**src/rtl/bp_fe_mem_1rw_arbiter_if.sv**
```systemverilog
`default_nettype none
// +--------------------------------------------------------------------------+
// | bp_fe_mem_1rw_arbiter_if                                                 |
// | Requester and SRAM-side bus bundle for the 1rw front-end memory arbiter. |
// | Rev 1.0                                                                  |
// +--------------------------------------------------------------------------+
interface bp_fe_mem_1rw_arbiter_if #(
    parameter int width_p = 96,
    parameter int els_p   = 64
);
    localparam int addr_width_lp = $clog2(els_p);

    logic                     r0_v_i;
    logic                     r0_ready_o;
    logic                     r0_w_i;
    logic [addr_width_lp-1:0] r0_addr_i;
    logic [width_p-1:0]       r0_data_i;
    logic [width_p-1:0]       r0_w_mask_i;
    logic                     r0_v_o;
    logic [width_p-1:0]       r0_data_o;

    logic                     r1_v_i;
    logic                     r1_ready_o;
    logic                     r1_w_i;
    logic [addr_width_lp-1:0] r1_addr_i;
    logic [width_p-1:0]       r1_data_i;
    logic [width_p-1:0]       r1_w_mask_i;
    logic                     r1_v_o;
    logic [width_p-1:0]       r1_data_o;

    logic                     mem_v_o;
    logic                     mem_w_o;
    logic [addr_width_lp-1:0] mem_addr_o;
    logic [width_p-1:0]       mem_data_o;
    logic [width_p-1:0]       mem_w_mask_o;
    logic [width_p-1:0]       mem_data_i;

    // Arbiter side.
    modport slave (
        input  r0_v_i, r0_w_i, r0_addr_i, r0_data_i, r0_w_mask_i,
        output r0_ready_o, r0_v_o, r0_data_o,
        input  r1_v_i, r1_w_i, r1_addr_i, r1_data_i, r1_w_mask_i,
        output r1_ready_o, r1_v_o, r1_data_o,
        output mem_v_o, mem_w_o, mem_addr_o, mem_data_o, mem_w_mask_o,
        input  mem_data_i
    );

    // Requesters plus SRAM wrapper side.
    modport master (
        output r0_v_i, r0_w_i, r0_addr_i, r0_data_i, r0_w_mask_i,
        input  r0_ready_o, r0_v_o, r0_data_o,
        output r1_v_i, r1_w_i, r1_addr_i, r1_data_i, r1_w_mask_i,
        input  r1_ready_o, r1_v_o, r1_data_o,
        input  mem_v_o, mem_w_o, mem_addr_o, mem_data_o, mem_w_mask_o,
        output mem_data_i
    );
endinterface
`default_nettype wire

```
**src/rtl/bp_fe_mem_1rw_arbiter.sv**
```systemverilog
`default_nettype none
// +--------------------------------------------------------------------------+
// | bp_fe_mem_1rw_arbiter                                                    |
// | Two-requester arbiter with post-reset init sweep for a 1rw masked SRAM.  |
// | Rev 1.0                                                                  |
// +--------------------------------------------------------------------------+
module bp_fe_mem_1rw_arbiter #(
    parameter int                 width_p        = 96,
    parameter int                 els_p          = 64,
    parameter int                 starve_limit_p = 4,
    parameter logic [width_p-1:0] init_val_p     = '0
) (
    input  logic                         clk_i,
    input  logic                         reset_n_i,
    output logic                         init_done_o,
    bp_fe_mem_1rw_arbiter_if.slave       bus
);
    localparam int addr_width_lp = $clog2(els_p);
    localparam int starve_w_lp   = $clog2(starve_limit_p + 1);
    localparam logic [addr_width_lp-1:0] c_last_addr    = addr_width_lp'(els_p - 1);
    localparam logic [starve_w_lp-1:0]   c_starve_limit = starve_w_lp'(starve_limit_p);

    typedef enum logic [1:0] {
        S_RESET = 2'd0,
        S_INIT  = 2'd1,
        S_RUN   = 2'd2
    } state_e;

    state_e                   state_q, state_d;
    logic [addr_width_lp-1:0] init_cnt_q, init_cnt_d;
    logic [starve_w_lp-1:0]   starve_cnt_q, starve_cnt_d;
    logic                     r0_v_q, r0_v_d;
    logic                     r1_v_q, r1_v_d;

    logic                     w_starve;
    logic                     w_r0_ready, w_r1_ready;
    logic                     w_grant0, w_grant1;
    logic                     w_mem_v, w_mem_w;
    logic [addr_width_lp-1:0] w_mem_addr;
    logic [width_p-1:0]       w_mem_data, w_mem_mask;

    always_ff @(posedge clk_i or negedge reset_n_i) begin
        if (!reset_n_i) begin
            state_q      <= S_RESET;
            init_cnt_q   <= '0;
            starve_cnt_q <= '0;
            r0_v_q       <= 1'b0;
            r1_v_q       <= 1'b0;
        end else begin
            state_q      <= state_d;
            init_cnt_q   <= init_cnt_d;
            starve_cnt_q <= starve_cnt_d;
            r0_v_q       <= r0_v_d;
            r1_v_q       <= r1_v_d;
        end
    end

    always_comb begin
        state_d      = state_q;
        init_cnt_d   = init_cnt_q;
        starve_cnt_d = starve_cnt_q;
        r0_v_d       = 1'b0;
        r1_v_d       = 1'b0;
        w_starve     = 1'b0;
        w_r0_ready   = 1'b0;
        w_r1_ready   = 1'b0;
        w_grant0     = 1'b0;
        w_grant1     = 1'b0;
        w_mem_v      = 1'b0;
        w_mem_w      = 1'b0;
        w_mem_addr   = '0;
        w_mem_data   = '0;
        w_mem_mask   = '0;

        case (state_q)
            S_RESET: begin
                state_d = S_INIT;
            end
            S_INIT: begin
                w_mem_v    = 1'b1;
                w_mem_w    = 1'b1;
                w_mem_addr = init_cnt_q;
                w_mem_data = init_val_p;
                w_mem_mask = '1;
                init_cnt_d = init_cnt_q + addr_width_lp'(1);
                if (init_cnt_q == c_last_addr) begin
                    state_d = S_RUN;
                end
            end
            S_RUN: begin
                // r0 wins by default; r1 takes the slot once it has lost starve_limit_p times in a row.
                w_starve   = (starve_cnt_q == c_starve_limit);
                w_r0_ready = !(bus.r1_v_i && w_starve);
                w_r1_ready = !bus.r0_v_i || w_starve;
                w_grant0   = bus.r0_v_i && w_r0_ready;
                w_grant1   = bus.r1_v_i && w_r1_ready;

                if (w_grant1) begin
                    w_mem_v    = 1'b1;
                    w_mem_w    = bus.r1_w_i;
                    w_mem_addr = bus.r1_addr_i;
                    w_mem_data = bus.r1_data_i;
                    w_mem_mask = bus.r1_w_mask_i;
                end else if (w_grant0) begin
                    w_mem_v    = 1'b1;
                    w_mem_w    = bus.r0_w_i;
                    w_mem_addr = bus.r0_addr_i;
                    w_mem_data = bus.r0_data_i;
                    w_mem_mask = bus.r0_w_mask_i;
                end

                r0_v_d = w_grant0 && !bus.r0_w_i;
                r1_v_d = w_grant1 && !bus.r1_w_i;

                if (w_grant1 || !bus.r1_v_i) begin
                    starve_cnt_d = '0;
                end else if (w_grant0 && (starve_cnt_q != c_starve_limit)) begin
                    starve_cnt_d = starve_cnt_q + starve_w_lp'(1);
                end
            end
            default: begin
                state_d = S_RESET;
            end
        endcase
    end

    assign init_done_o      = (state_q == S_RUN);
    assign bus.r0_ready_o   = w_r0_ready;
    assign bus.r1_ready_o   = w_r1_ready;
    assign bus.r0_v_o       = r0_v_q;
    assign bus.r1_v_o       = r1_v_q;
    assign bus.r0_data_o    = bus.mem_data_i;
    assign bus.r1_data_o    = bus.mem_data_i;
    assign bus.mem_v_o      = w_mem_v;
    assign bus.mem_w_o      = w_mem_w;
    assign bus.mem_addr_o   = w_mem_addr;
    assign bus.mem_data_o   = w_mem_data;
    assign bus.mem_w_mask_o = w_mem_mask;
endmodule
`default_nettype wire

```
**src/flat_wrapper.sv**
```systemverilog
// flat-port wrapper written by rule: the top's interface ports become plain ports
module bp_fe_mem_1rw_arbiter_flat 
#(
    parameter int                 width_p        = 96,
    parameter int                 els_p          = 64,
    parameter int                 starve_limit_p = 4,
    parameter logic [width_p-1:0] init_val_p     = '0
)
  (clk_i, reset_n_i, init_done_o, bus_r0_v_i, bus_r0_w_i, bus_r0_addr_i, bus_r0_data_i, bus_r0_w_mask_i, bus_r0_ready_o, bus_r0_v_o, bus_r0_data_o, bus_r1_v_i, bus_r1_w_i, bus_r1_addr_i, bus_r1_data_i, bus_r1_w_mask_i, bus_r1_ready_o, bus_r1_v_o, bus_r1_data_o, bus_mem_v_o, bus_mem_w_o, bus_mem_addr_o, bus_mem_data_o, bus_mem_w_mask_o, bus_mem_data_i);
  bp_fe_mem_1rw_arbiter_if #(.width_p(width_p), .els_p(els_p)) bus_i ();
  input  logic clk_i;
  input  logic reset_n_i;
  output logic init_done_o;
  input wire logic [$bits(bus_i.r0_v_i)-1:0] bus_r0_v_i;
  input wire logic [$bits(bus_i.r0_w_i)-1:0] bus_r0_w_i;
  input wire logic [$bits(bus_i.r0_addr_i)-1:0] bus_r0_addr_i;
  input wire logic [$bits(bus_i.r0_data_i)-1:0] bus_r0_data_i;
  input wire logic [$bits(bus_i.r0_w_mask_i)-1:0] bus_r0_w_mask_i;
  output wire logic [$bits(bus_i.r0_ready_o)-1:0] bus_r0_ready_o;
  output wire logic [$bits(bus_i.r0_v_o)-1:0] bus_r0_v_o;
  output wire logic [$bits(bus_i.r0_data_o)-1:0] bus_r0_data_o;
  input wire logic [$bits(bus_i.r1_v_i)-1:0] bus_r1_v_i;
  input wire logic [$bits(bus_i.r1_w_i)-1:0] bus_r1_w_i;
  input wire logic [$bits(bus_i.r1_addr_i)-1:0] bus_r1_addr_i;
  input wire logic [$bits(bus_i.r1_data_i)-1:0] bus_r1_data_i;
  input wire logic [$bits(bus_i.r1_w_mask_i)-1:0] bus_r1_w_mask_i;
  output wire logic [$bits(bus_i.r1_ready_o)-1:0] bus_r1_ready_o;
  output wire logic [$bits(bus_i.r1_v_o)-1:0] bus_r1_v_o;
  output wire logic [$bits(bus_i.r1_data_o)-1:0] bus_r1_data_o;
  output wire logic [$bits(bus_i.mem_v_o)-1:0] bus_mem_v_o;
  output wire logic [$bits(bus_i.mem_w_o)-1:0] bus_mem_w_o;
  output wire logic [$bits(bus_i.mem_addr_o)-1:0] bus_mem_addr_o;
  output wire logic [$bits(bus_i.mem_data_o)-1:0] bus_mem_data_o;
  output wire logic [$bits(bus_i.mem_w_mask_o)-1:0] bus_mem_w_mask_o;
  input wire logic [$bits(bus_i.mem_data_i)-1:0] bus_mem_data_i;
  assign bus_i.r0_v_i = bus_r0_v_i;
  assign bus_i.r0_w_i = bus_r0_w_i;
  assign bus_i.r0_addr_i = bus_r0_addr_i;
  assign bus_i.r0_data_i = bus_r0_data_i;
  assign bus_i.r0_w_mask_i = bus_r0_w_mask_i;
  assign bus_r0_ready_o = bus_i.r0_ready_o;
  assign bus_r0_v_o = bus_i.r0_v_o;
  assign bus_r0_data_o = bus_i.r0_data_o;
  assign bus_i.r1_v_i = bus_r1_v_i;
  assign bus_i.r1_w_i = bus_r1_w_i;
  assign bus_i.r1_addr_i = bus_r1_addr_i;
  assign bus_i.r1_data_i = bus_r1_data_i;
  assign bus_i.r1_w_mask_i = bus_r1_w_mask_i;
  assign bus_r1_ready_o = bus_i.r1_ready_o;
  assign bus_r1_v_o = bus_i.r1_v_o;
  assign bus_r1_data_o = bus_i.r1_data_o;
  assign bus_mem_v_o = bus_i.mem_v_o;
  assign bus_mem_w_o = bus_i.mem_w_o;
  assign bus_mem_addr_o = bus_i.mem_addr_o;
  assign bus_mem_data_o = bus_i.mem_data_o;
  assign bus_mem_w_mask_o = bus_i.mem_w_mask_o;
  assign bus_i.mem_data_i = bus_mem_data_i;
  bp_fe_mem_1rw_arbiter #(.width_p(width_p), .els_p(els_p), .starve_limit_p(starve_limit_p), .init_val_p(init_val_p)) u_core (.clk_i(clk_i), .reset_n_i(reset_n_i), .init_done_o(init_done_o), .bus(bus_i));
endmodule
```
**config.mk**
```make
export PLATFORM = sky130hd
export DESIGN_NAME = bp_fe_mem_1rw_arbiter_flat
export DESIGN_NICKNAME = d
export VERILOG_FILES = /design/src/rtl/bp_fe_mem_1rw_arbiter_if.sv /design/src/rtl/bp_fe_mem_1rw_arbiter.sv /design/src/flat_wrapper.sv
export SDC_FILE = /design/constraint.sdc
export NUM_CORES = 1
export LEC_CHECK = 0
export ABC_AREA = 1
export CAP_MARGIN = 25
export CORE_AREA = 2 2 345 347
export CTS_CLUSTER_DIAMETER = 60
export DETAILED_ROUTE_END_ITERATION = 16
export DIE_AREA = 0 0 347 349
export PLACE_DENSITY = 0.3
export RECOVER_POWER = 100
export REMOVE_ABC_BUFFERS = 1
export SETUP_SLACK_MARGIN = 0.1
export SYNTH_ARGS = -nofsm -noshare
export SYNTH_HDL_FRONTEND = slang
export SYNTH_SLANG_ARGS = --single-unit
```
**constraint.sdc**
```tcl
create_clock -name clk_i -period 2.1 [get_ports clk_i]
set_input_delay 0.42 -clock clk_i [delete_from_list [all_inputs] [get_ports clk_i]]
set_output_delay 0.42 -clock clk_i [all_outputs]
set_load 0.01 [all_outputs]
```
-- Word-level counts from Yosys, hierarchy flattened
Cells that the tools add are included.
- output and inout port bits: 397
- bits in registers: 13
- input port bits: 498
- logic and storage cells: 54
- reduce and logical (&&, ||, !) cells: 17
- mux-type cells: 23
- bitwise logic cells: 1
- add/sub/neg operators: 2
- equal/unequal tests: 6
- operators by type and width (operator ; count):
    2-to-1 mux 96 bit ; 5
    one-hot mux 96 bit (2 select lines) ; 1
    2-to-1 mux 6 bit ; 2
    one-hot mux 6 bit (2 select lines) ; 1
    2-to-1 mux 1 bit ; 8
    adder 6 x 1 -> 6 bit, second input constant ; 1
    == test 6 bit, second input constant ; 1
    logical AND 1 bit ; 6
    2-to-1 mux 3 bit ; 2
    one-hot mux 2 bit (3 select lines) ; 1
    zero test 1 bit ; 5
    one-hot mux 1 bit (2 select lines) ; 2
    AND reduction 2 bit ; 2
    adder 3 x 1 -> 3 bit, second input constant ; 1
    == test 3 bit, second input constant ; 1
    != test 3 bit, second input constant ; 1
    == test 2 x 1 -> 1 bit, second input constant ; 1
    == test 2 bit, second input constant ; 1
    zero test 2 bit ; 1
    logical OR 1 bit ; 2
    2-to-1 mux 2 bit ; 1
    != test 2 x 1 -> 1 bit, second input constant ; 1
    nonzero test 2 bit ; 1
    inverter 1 bit ; 1

-- Logic depth before layout (Yosys ltp)
Gate-level depths: netlist of run 1.
- depth after elaboration: 7
- gate-level depth with buffers: 11

-- Worst setup path before layout of run 1
OpenSTA, ideal clock, no wires.
- kind: register -> output
- start point: register u_core.state_q[0]
- end point: output port bus_mem_w_mask_o[67]
- data arrival time: 1584 ps
- cell stages (with the launch flop): 12
- required time: 1680 ps
- slack: 96 ps
- buffers on the path: 3
- path through: dfrtp_1 -> inv_1 -> ha_1 -> buf_4 -> buf_4 -> buf_2 -> nand2_1 -> inv_1 -> nand3_1 -> nand2_1 -> nor2_1 -> nor2_1
- longest elaborated chain between the ends: 2
- RTL lines (element ; RTL line ; text):
    start, declared ; bp_fe_mem_1rw_arbiter.sv:29 ; state_e state_q, state_d;
    start signal, assigned ; bp_fe_mem_1rw_arbiter.sv:50 ; state_q <= state_d;
    == test 2 bit ; n/a ;
    via init_done_o ; flat_wrapper.sv:13 ; output logic init_done_o;
    one-hot mux 96 bit (2 select lines) ; bp_fe_mem_1rw_arbiter.sv:75 ; case (state_q)
    end, declared ; flat_wrapper.sv:34 ; output wire logic [$bits(bus_i.mem_w_mask_o)-1:0] bus_mem_w_mask_o;
The timed path passes the listed nets, and every way through them passes these cells.

-- Worst setup path after layout of run 1
- start point: register u_core.starve_cnt_q[1]
- end point: output port bus_mem_w_mask_o[25]
- longest elaborated chain between the ends: 7
- RTL lines (element ; RTL line ; text):
    start, declared ; bp_fe_mem_1rw_arbiter.sv:31 ; logic [starve_w_lp-1:0] starve_cnt_q, starve_cnt_d;
    start signal, assigned ; bp_fe_mem_1rw_arbiter.sv:52 ; starve_cnt_q <= starve_cnt_d;
    == test 3 bit * ; bp_fe_mem_1rw_arbiter.sv:92 ; w_starve = (starve_cnt_q == c_starve_limit);
    logical AND 1 bit ; bp_fe_mem_1rw_arbiter.sv:93 ; w_r0_ready = !(bus.r1_v_i && w_starve);
    zero test 1 bit ; bp_fe_mem_1rw_arbiter.sv:93 ;
    logical AND 1 bit ; bp_fe_mem_1rw_arbiter.sv:95 ; w_grant0 = bus.r0_v_i && w_r0_ready;
    2-to-1 mux 96 bit ; bp_fe_mem_1rw_arbiter.sv:104 ; end else if (w_grant0) begin
    2-to-1 mux 96 bit * ; bp_fe_mem_1rw_arbiter.sv:98 ; if (w_grant1) begin
    one-hot mux 96 bit (2 select lines) * ; bp_fe_mem_1rw_arbiter.sv:75 ;
Mark *: on every way between the ends. The rest lies on a longest branch, timed or not.

==> impl_metrics.json, run 1 <==
{
  "insertion_delay_ps": 240,
  "final_nets": 2567,
  "end_kind": "output port",
  "htreeDepth": 1,
  "num_rows": 126,
  "wl_met2_um": 48910,
  "wl_met3_um": 28450,
  "core_area_um2": 117500,
  "pwr-share-comb": 0.658,
  "cts-root-buf": "clkbuf_16",
  "timing.setup.tns_ps": -59660,
  "power.density_nw_per_um2": 99.70,
  "hold_violations": 0,
  "hold-worst-slack_ps": 503.4,
  "rsz0062_at_grt": "yes",
  "numCtsBuffers": 3,
  "required_ps": 1680,
  "synth_compound_area_frac": 0.005921,
  "ff2ff_setup_slack_ps": 210,
  "synthAdderAreaFrac": 0.01045,
  "drv_cap": 0,
  "clk_pin_slew_ps": 50,
  "netlist_top_cells_area": "nand3_1, buf_4, nand2_1",
  "p_int_uw": 1284,
  "synth_top_family_by_area": "simple AND/OR/NAND/NOR gates",
  "fmax_ghz": 0.3970,
  "yosys.area.top_type": "nand3_1",
  "die_area_um2": 121100,
  "peakVddDrop_uv": 208.0,
  "synthFlopType": "dfrtp_1",
  "clockBufferDepth": 2,
  "met1_length_um": 37400,
  "clock-sinks": 13,
  "drt-wirelength-per-cell_um": 33.57,
  "fin_skew_ps": 1.250,
  "slew_headroom": 0.4489,
  "syn_area_per_cell_um2": 4.809,
  "drt-total-wl_um": 121000,
  "tightest_slew_ps": 826.6,
  "drc": 0,
  "synth_cell_type_count": 21,
  "cts_tree": "yes",
  "p_sw_frac": 0.2934,
  "start_util": 0.06117,
  "syn_inst": 1494,
  "worst_slack_ps": -418.9,
  "grt_util_all_layers": 0.1899,
  "timing.final.crit_share": 1.199,
  "vias_per_cell": 3.416,
  "yosysMostFrequentCell": "nand2_1",
  "period_minus_slack_ps": 2519,
  "synth-edff-count": 0,
  "synth_common_cells": "nand2_1, nor2_1, nand3_1, inv_1, buf_4",
  "globalplace.congestion": 0.9776,
  "drive_above_1_share": 0.4054,
  "critPathKind": "flip-flop to output port",
  "first_global_vias": 11550,
  "hpwlAfterDp_um": 97170,
  "grt_max_degree": 43,
  "crit_path_max_fanout": 5,
  "drt_iter0_markers": 728,
  "ys_seq_elements": 13,
  "synthArstFlopShare": 1.000,
  "area_growth_syn_to_layout_pct": 153.7,
  "hp-class": "flip-flop to flip-flop",
  "first_pass_iters": 5,
  "antenna_found_initial": 43,
  "ios": 895,
  "sequentialPowerShare": 0.138,
  "p_leak_uw": 0.007962,
  "worst_setup_path_start_kind": "flip-flop",
  "holdBufCountCts": 0,
  "yosys.area.top_type_share": 0.2097,
  "synth_mux_area_frac": 0,
  "power.share.clock": 0.204,
  "n_fill_cell": 13560,
  "antenna_left": 0,
  "synth_area_um2": 7184,
  "violations": "negative setup slack",
  "synth-simple-area-share": 0.5479,
  "top_layer": "met5",
  "die_height_um": 349,
  "die_x_um": 347,
  "power_switching_uw": 533.2,
  "critPathArrivalTime_ps": 2100,
  "synth_seq_area_share": 0.04528,
  "synth_warnings": 0,
  "grt_first_pass_wirelength_um": 145600,
  "vias": 12310,
  "status": "finished with violations",
  "port_buffers": 606,
  "slew_viol_final": 0,
  "overflow": 0,
  "synth-xor-area-share": 0.006095,
  "total_power_uw": 1817,
  "setup_viol": 202
}
logic make-up after synthesis:
| family | after synthesis |
|---|---|
| flip-flops | 13 |
| AND/OR/NAND/NOR | 942 |
| adder cells (fa/ha/maj) | 6 |
| AO/OA/AOI/OAI | 8 |
| buffers and inverters | 520 |
| XOR/XNOR | 5 |
layer usage:
| layer | up-vias | track usage |
|---|---|---|
| li1 | 5470 | - |
| met1 | 5456 | 0.1659 |
| met2 | 1198 | 0.2731 |
| met3 | 143 | 0.2154 |
| met4 | 46 | 0.05395 |
| met5 | - | 0.09404 |
timing repair:
action,4_1_cts,5_1_grt
setup buffers,71,36
gates cloned,27,9
resized for setup,1118,403
pin swaps,139,213
setup endpoints to repair,203,203
sequential cells by signal, indices dropped and copies added, names as in the netlist:
name	count
u_core.starve_cnt_q	3
u_core.bus.r1_v_o	1
u_core.bus.r0_v_o	1
u_core.init_cnt_q	6
u_core.state_q	2
power by group through the flow:
stage	Sequential, µW	Clock, µW	Combinational [µW]
2_1_floorplan	255	0	62.7
3_3_place_gp	255	0	1030
3_5_place_dp	255	0	1020
4_1_cts	251	381	1140
5_1_grt	251	396	1260
6_report	251	371	1190
stage by stage:
step                      instances  cell area [µm²]  setup WS [ps]    util
after floorplan                1192             5241          -4968       -
after global routing           3601            18220         -531.0  0.1551
final                          3605            18230         -418.9  0.1552
after global placement         3467            14620         -603.2  0.1244
after detailed placement       3467            14620         -585.3  0.1244
after CTS                      3565            16490         -466.7  0.1404
final timing paths:
| path | cells past startpoint | startpoint | end |
|---|---|---|---|
| min reg2reg | 1 | u_core.init_cnt_q[5]$_DFFE_PN0P_ | u_core.init_cnt_q[5]$_DFFE_PN0P_ |
| max | 13 | u_core.starve_cnt_q[1]$_DFFE_PN0P_ | bus_mem_w_mask_o[25] |
| min | 1 | u_core.init_cnt_q[5]$_DFFE_PN0P_ | u_core.init_cnt_q[5]$_DFFE_PN0P_ |
| min in group asynchronous | 2 | reset_n_i | u_core.starve_cnt_q[0]$_DFFE_PN0P_ |
| max reg2reg | 7 | u_core.state_q[1]$_DFFE_PN0P_ | u_core.init_cnt_q[5]$_DFFE_PN0P_ |
| max in group asynchronous | 2 | reset_n_i | u_core.state_q[1]$_DFFE_PN0P_ |
cell usage in the layout (no fill, tap or decap), types with 26 or more instances in the layout:
master,count
buf_12,57
buf_2,119
buf_4,101
buf_6,124
buf_8,29
clkdlybuf4s50_1,398
inv_1,187
inv_2,27
nand2_1,219
nand2_2,90
nand3_1,147
nand3_2,115
nand3_4,41
nor2_1,240
nor2_2,47
nor2_4,26
critical path, stage by stage (launching register included):
cell and delay (ps):
dfrtp_1 380, inv_2 80, ha_4 140, buf_6 90, nand3_4 140, buf_16 190
buf_16 150, buf_16 150, buf_6 110, nand3_2 40, nand2_1 50, nor2_1 90
nor2_1 60, buf_2 140
layout make-up:
type	instances	area, µm²	share of cell area
Sequential cell	13	325.3	0.01785
Inverter	218	827.0	0.04538
Tap cell	1536	1922	0.1054
Timing Repair Buffer	866	9199	0.5047
Multi-Input combinational cell	961	5857	0.3213
Antenna cell	7	17.52	0.0009611
Clock buffer	4	78.83	0.004325
No activity file was read; power rests on OpenSTA's default activity.
==> run 2: changes to the inputs <==
==> constraint.sdc (replaced) <==
create_clock -name clk_i -period 2.12 [get_ports clk_i]
set_input_delay 0.424 -clock clk_i [delete_from_list [all_inputs] [get_ports clk_i]]
set_output_delay 0.424 -clock clk_i [all_outputs]
set_load 0.01 [all_outputs]
==> impl_metrics.json, run 2 (synthesis gave the netlist of run 1 again) <==
{
  "crit_path_max_fanout": 7,
  "n_fill_cell": 13600,
  "grt_first_pass_wirelength_um": 141800,
  "cts-root-buf": "clkbuf_16",
  "violations": "negative setup slack",
  "core_area_um2": 117500,
  "largest_reg_flops": 6,
  "start_util": 0.06117,
  "required_ps": 1700,
  "grt_max_degree": 51,
  "drt-wirelength-per-cell_um": 33.02,
  "rsz0062_at_grt": "yes",
  "area_growth_syn_to_layout_pct": 151.0,
  "final_nets": 2573,
  "hold-worst-slack_ps": 512.8,
  "rr_startpoint": "u_core.state_q[0]$_DFFE_PN0P_",
  "setup_viol": 202,
  "peakVddDrop_uv": 254.8,
  "grt_util_all_layers": 0.1842,
  "die_area_um2": 121100,
  "cts_tree": "yes",
  "hpwlAfterDp_um": 97490,
  "top_register": "u_core.init_cnt_q",
  "first_global_vias": 11460,
  "final_cells": 3612,
  "status": "finished with violations",
  "drt-total-wl_um": 119300,
  "slew_viol_final": 0,
  "fin_skew_ps": 4.175,
  "globalplace.congestion": 0.9782,
  "timing.final.crit_share": 1.212,
  "ff2ff_setup_slack_ps": 350,
  "numCtsBuffers": 3,
  "dpl_cell_area_um2": 14710,
  "startpoint": "u_core.starve_cnt_q[0]$_DFFE_PN0P_",
  "mostFrequentLayoutCells": "clkdlybuf4s50_1, nand2_1, nor2_1, nand3_1, inv_1",
  "drive_above_1_share": 0.3825,
  "overflow": 0,
  "critPathArrivalTime_ps": 2140,
  "critPathKind": "flip-flop to output port",
  "r2r_end": "u_core.starve_cnt_q[2]$_DFFE_PN0P_",
  "drv_cap": 0,
  "drc": 0,
  "first_pass_iters": 5,
  "power.density_nw_per_um2": 99.11,
  "vias_per_cell": 3.366,
  "hold_violations": 0,
  "tightest_slew_ps": 838.2,
  "vias": 12160,
  "clockBufferDepth": 2,
  "clock-sinks": 13,
  "antenna_left": 0,
  "slew_headroom": 0.4412,
  "final_common_cell": "clkdlybuf4s50_1",
  "final_core_util": 0.1535,
  "timing.setup.tns_ps": -58790,
  "end_kind": "output port",
  "fmax_ghz": 0.3893,
  "die_x_um": 347,
  "port_buffers": 606,
  "worst_setup_path_start_kind": "flip-flop",
  "hp-class": "flip-flop to flip-flop",
  "p_leak_uw": 0.008030,
  "dp_cells": 3471,
  "num_rows": 126,
  "reg2reg_depth": 10,
  "htreeDepth": 1,
  "critPathCapture": "bus_mem_data_o[2]",
  "period_minus_slack_ps": 2569,
  "largest_registers": "u_core.init_cnt_q x6, u_core.starve_cnt_q x3, u_core.state_q x2",
  "drt_iter0_markers": 802,
  "clk_pin_slew_ps": 50,
  "stdcell_area_um2": 18030,
  "die_height_um": 349,
  "ios": 895,
  "antenna_found_initial": 38,
  "insertion_delay_ps": 240,
  "worst_slack_ps": -448.8
}
[run 2: cell count changes in the layout (fill, tap and decap cells not counted), moves of 10 or more]
cell | previous run | this run
inv_1 | 187 | 198
nand3_4 | 41 | 31
nand3_1 | 147 | 199
nor2_2 | 47 | 62
buf_8 | 29 | 16
buf_4 | 101 | 114
nand2_1 | 219 | 237
nand2_2 | 90 | 76
inv_2 | 27 | 14
buf_2 | 119 | 135
nand3_2 | 115 | 73
nor2_4 | 26 | 39
nor2_1 | 240 | 212
buf_6 | 124 | 103
[run 2: power breakdown]
group          leakage [µW]  internal, µW  switching, µW  total (µW)
registers          0.000151           249              0         249
clock network     0.0000382           254            109         363
logic               0.00784           771            404        1180
[run 2: worst min-delay path by stage]
stage	startpoint	to	cells after the start
6_report	u_core.init_cnt_q[5]$_DFFE_PN0P_	u_core.init_cnt_q[5]$_DFFE_PN0P_	1
5_1_grt	u_core.init_cnt_q[3]$_DFFE_PN0P_	u_core.init_cnt_q[3]$_DFFE_PN0P_	1
4_1_cts	reset_n_i	u_core.bus.r1_v_o$_DFF_PN0_	2
3_5_place_dp	u_core.init_cnt_q[5]$_DFFE_PN0P_	u_core.init_cnt_q[5]$_DFFE_PN0P_	1
3_3_place_gp	u_core.init_cnt_q[5]$_DFFE_PN0P_	u_core.init_cnt_q[5]$_DFFE_PN0P_	1
2_1_floorplan	reset_n_i	u_core.bus.r0_v_o$_DFF_PN0_	0
[run 2: repair_timing]
item                                    in CTS  in global routing
pin swaps                                   82                197
gates cloned                                24                 16
endpoints found under the setup margin     203                202
gates resized for setup                   1095                340
hold buffers                                 0                  0
buffers inserted                            66                 33
[run 2: critical path: stages (launching register included)]
cell and delay, ps:
dfrtp_1 380, inv_2 90, ha_4 150, nand2_4 50
nand2_4 70, buf_6 100, inv_4 30, nor2_4 150
buf_6 130, buf_12 100, buf_16 140, buf_8 130
buf_16 130, nand3_2 50, nand2_1 80, buf_2 130
[run 2: metrics by stage]
stage               power [µW]  worst slack, ps
CTS                       1756           -491.9
global placement          1279           -610.8
global route              1868           -515.4
detailed placement        1274           -564.5
floorplan                314.9            -4952
finish                    1787           -448.8
[run 2: final cells by class]
cell class	count	area, µm²	share of cell area
antenna	8	20.02	0.001110
clock buffer	4	78.83	0.004371
inverter	218	843.3	0.04677
multi-input combinational	961	5613	0.3113
sequential	13	325.3	0.01804
tap	1536	1922	0.1066
timing repair buffer	872	9230	0.5119
[run 2: per-layer routing]
metal  up-vias  global-route usage  part of all wire
li1       5488                   -                 -
met1      5314              0.1587              0.31
met5         -              0.1269             0.019
met4        40             0.06744             0.045
met2      1176              0.2603              0.40
met3       141              0.2048              0.23
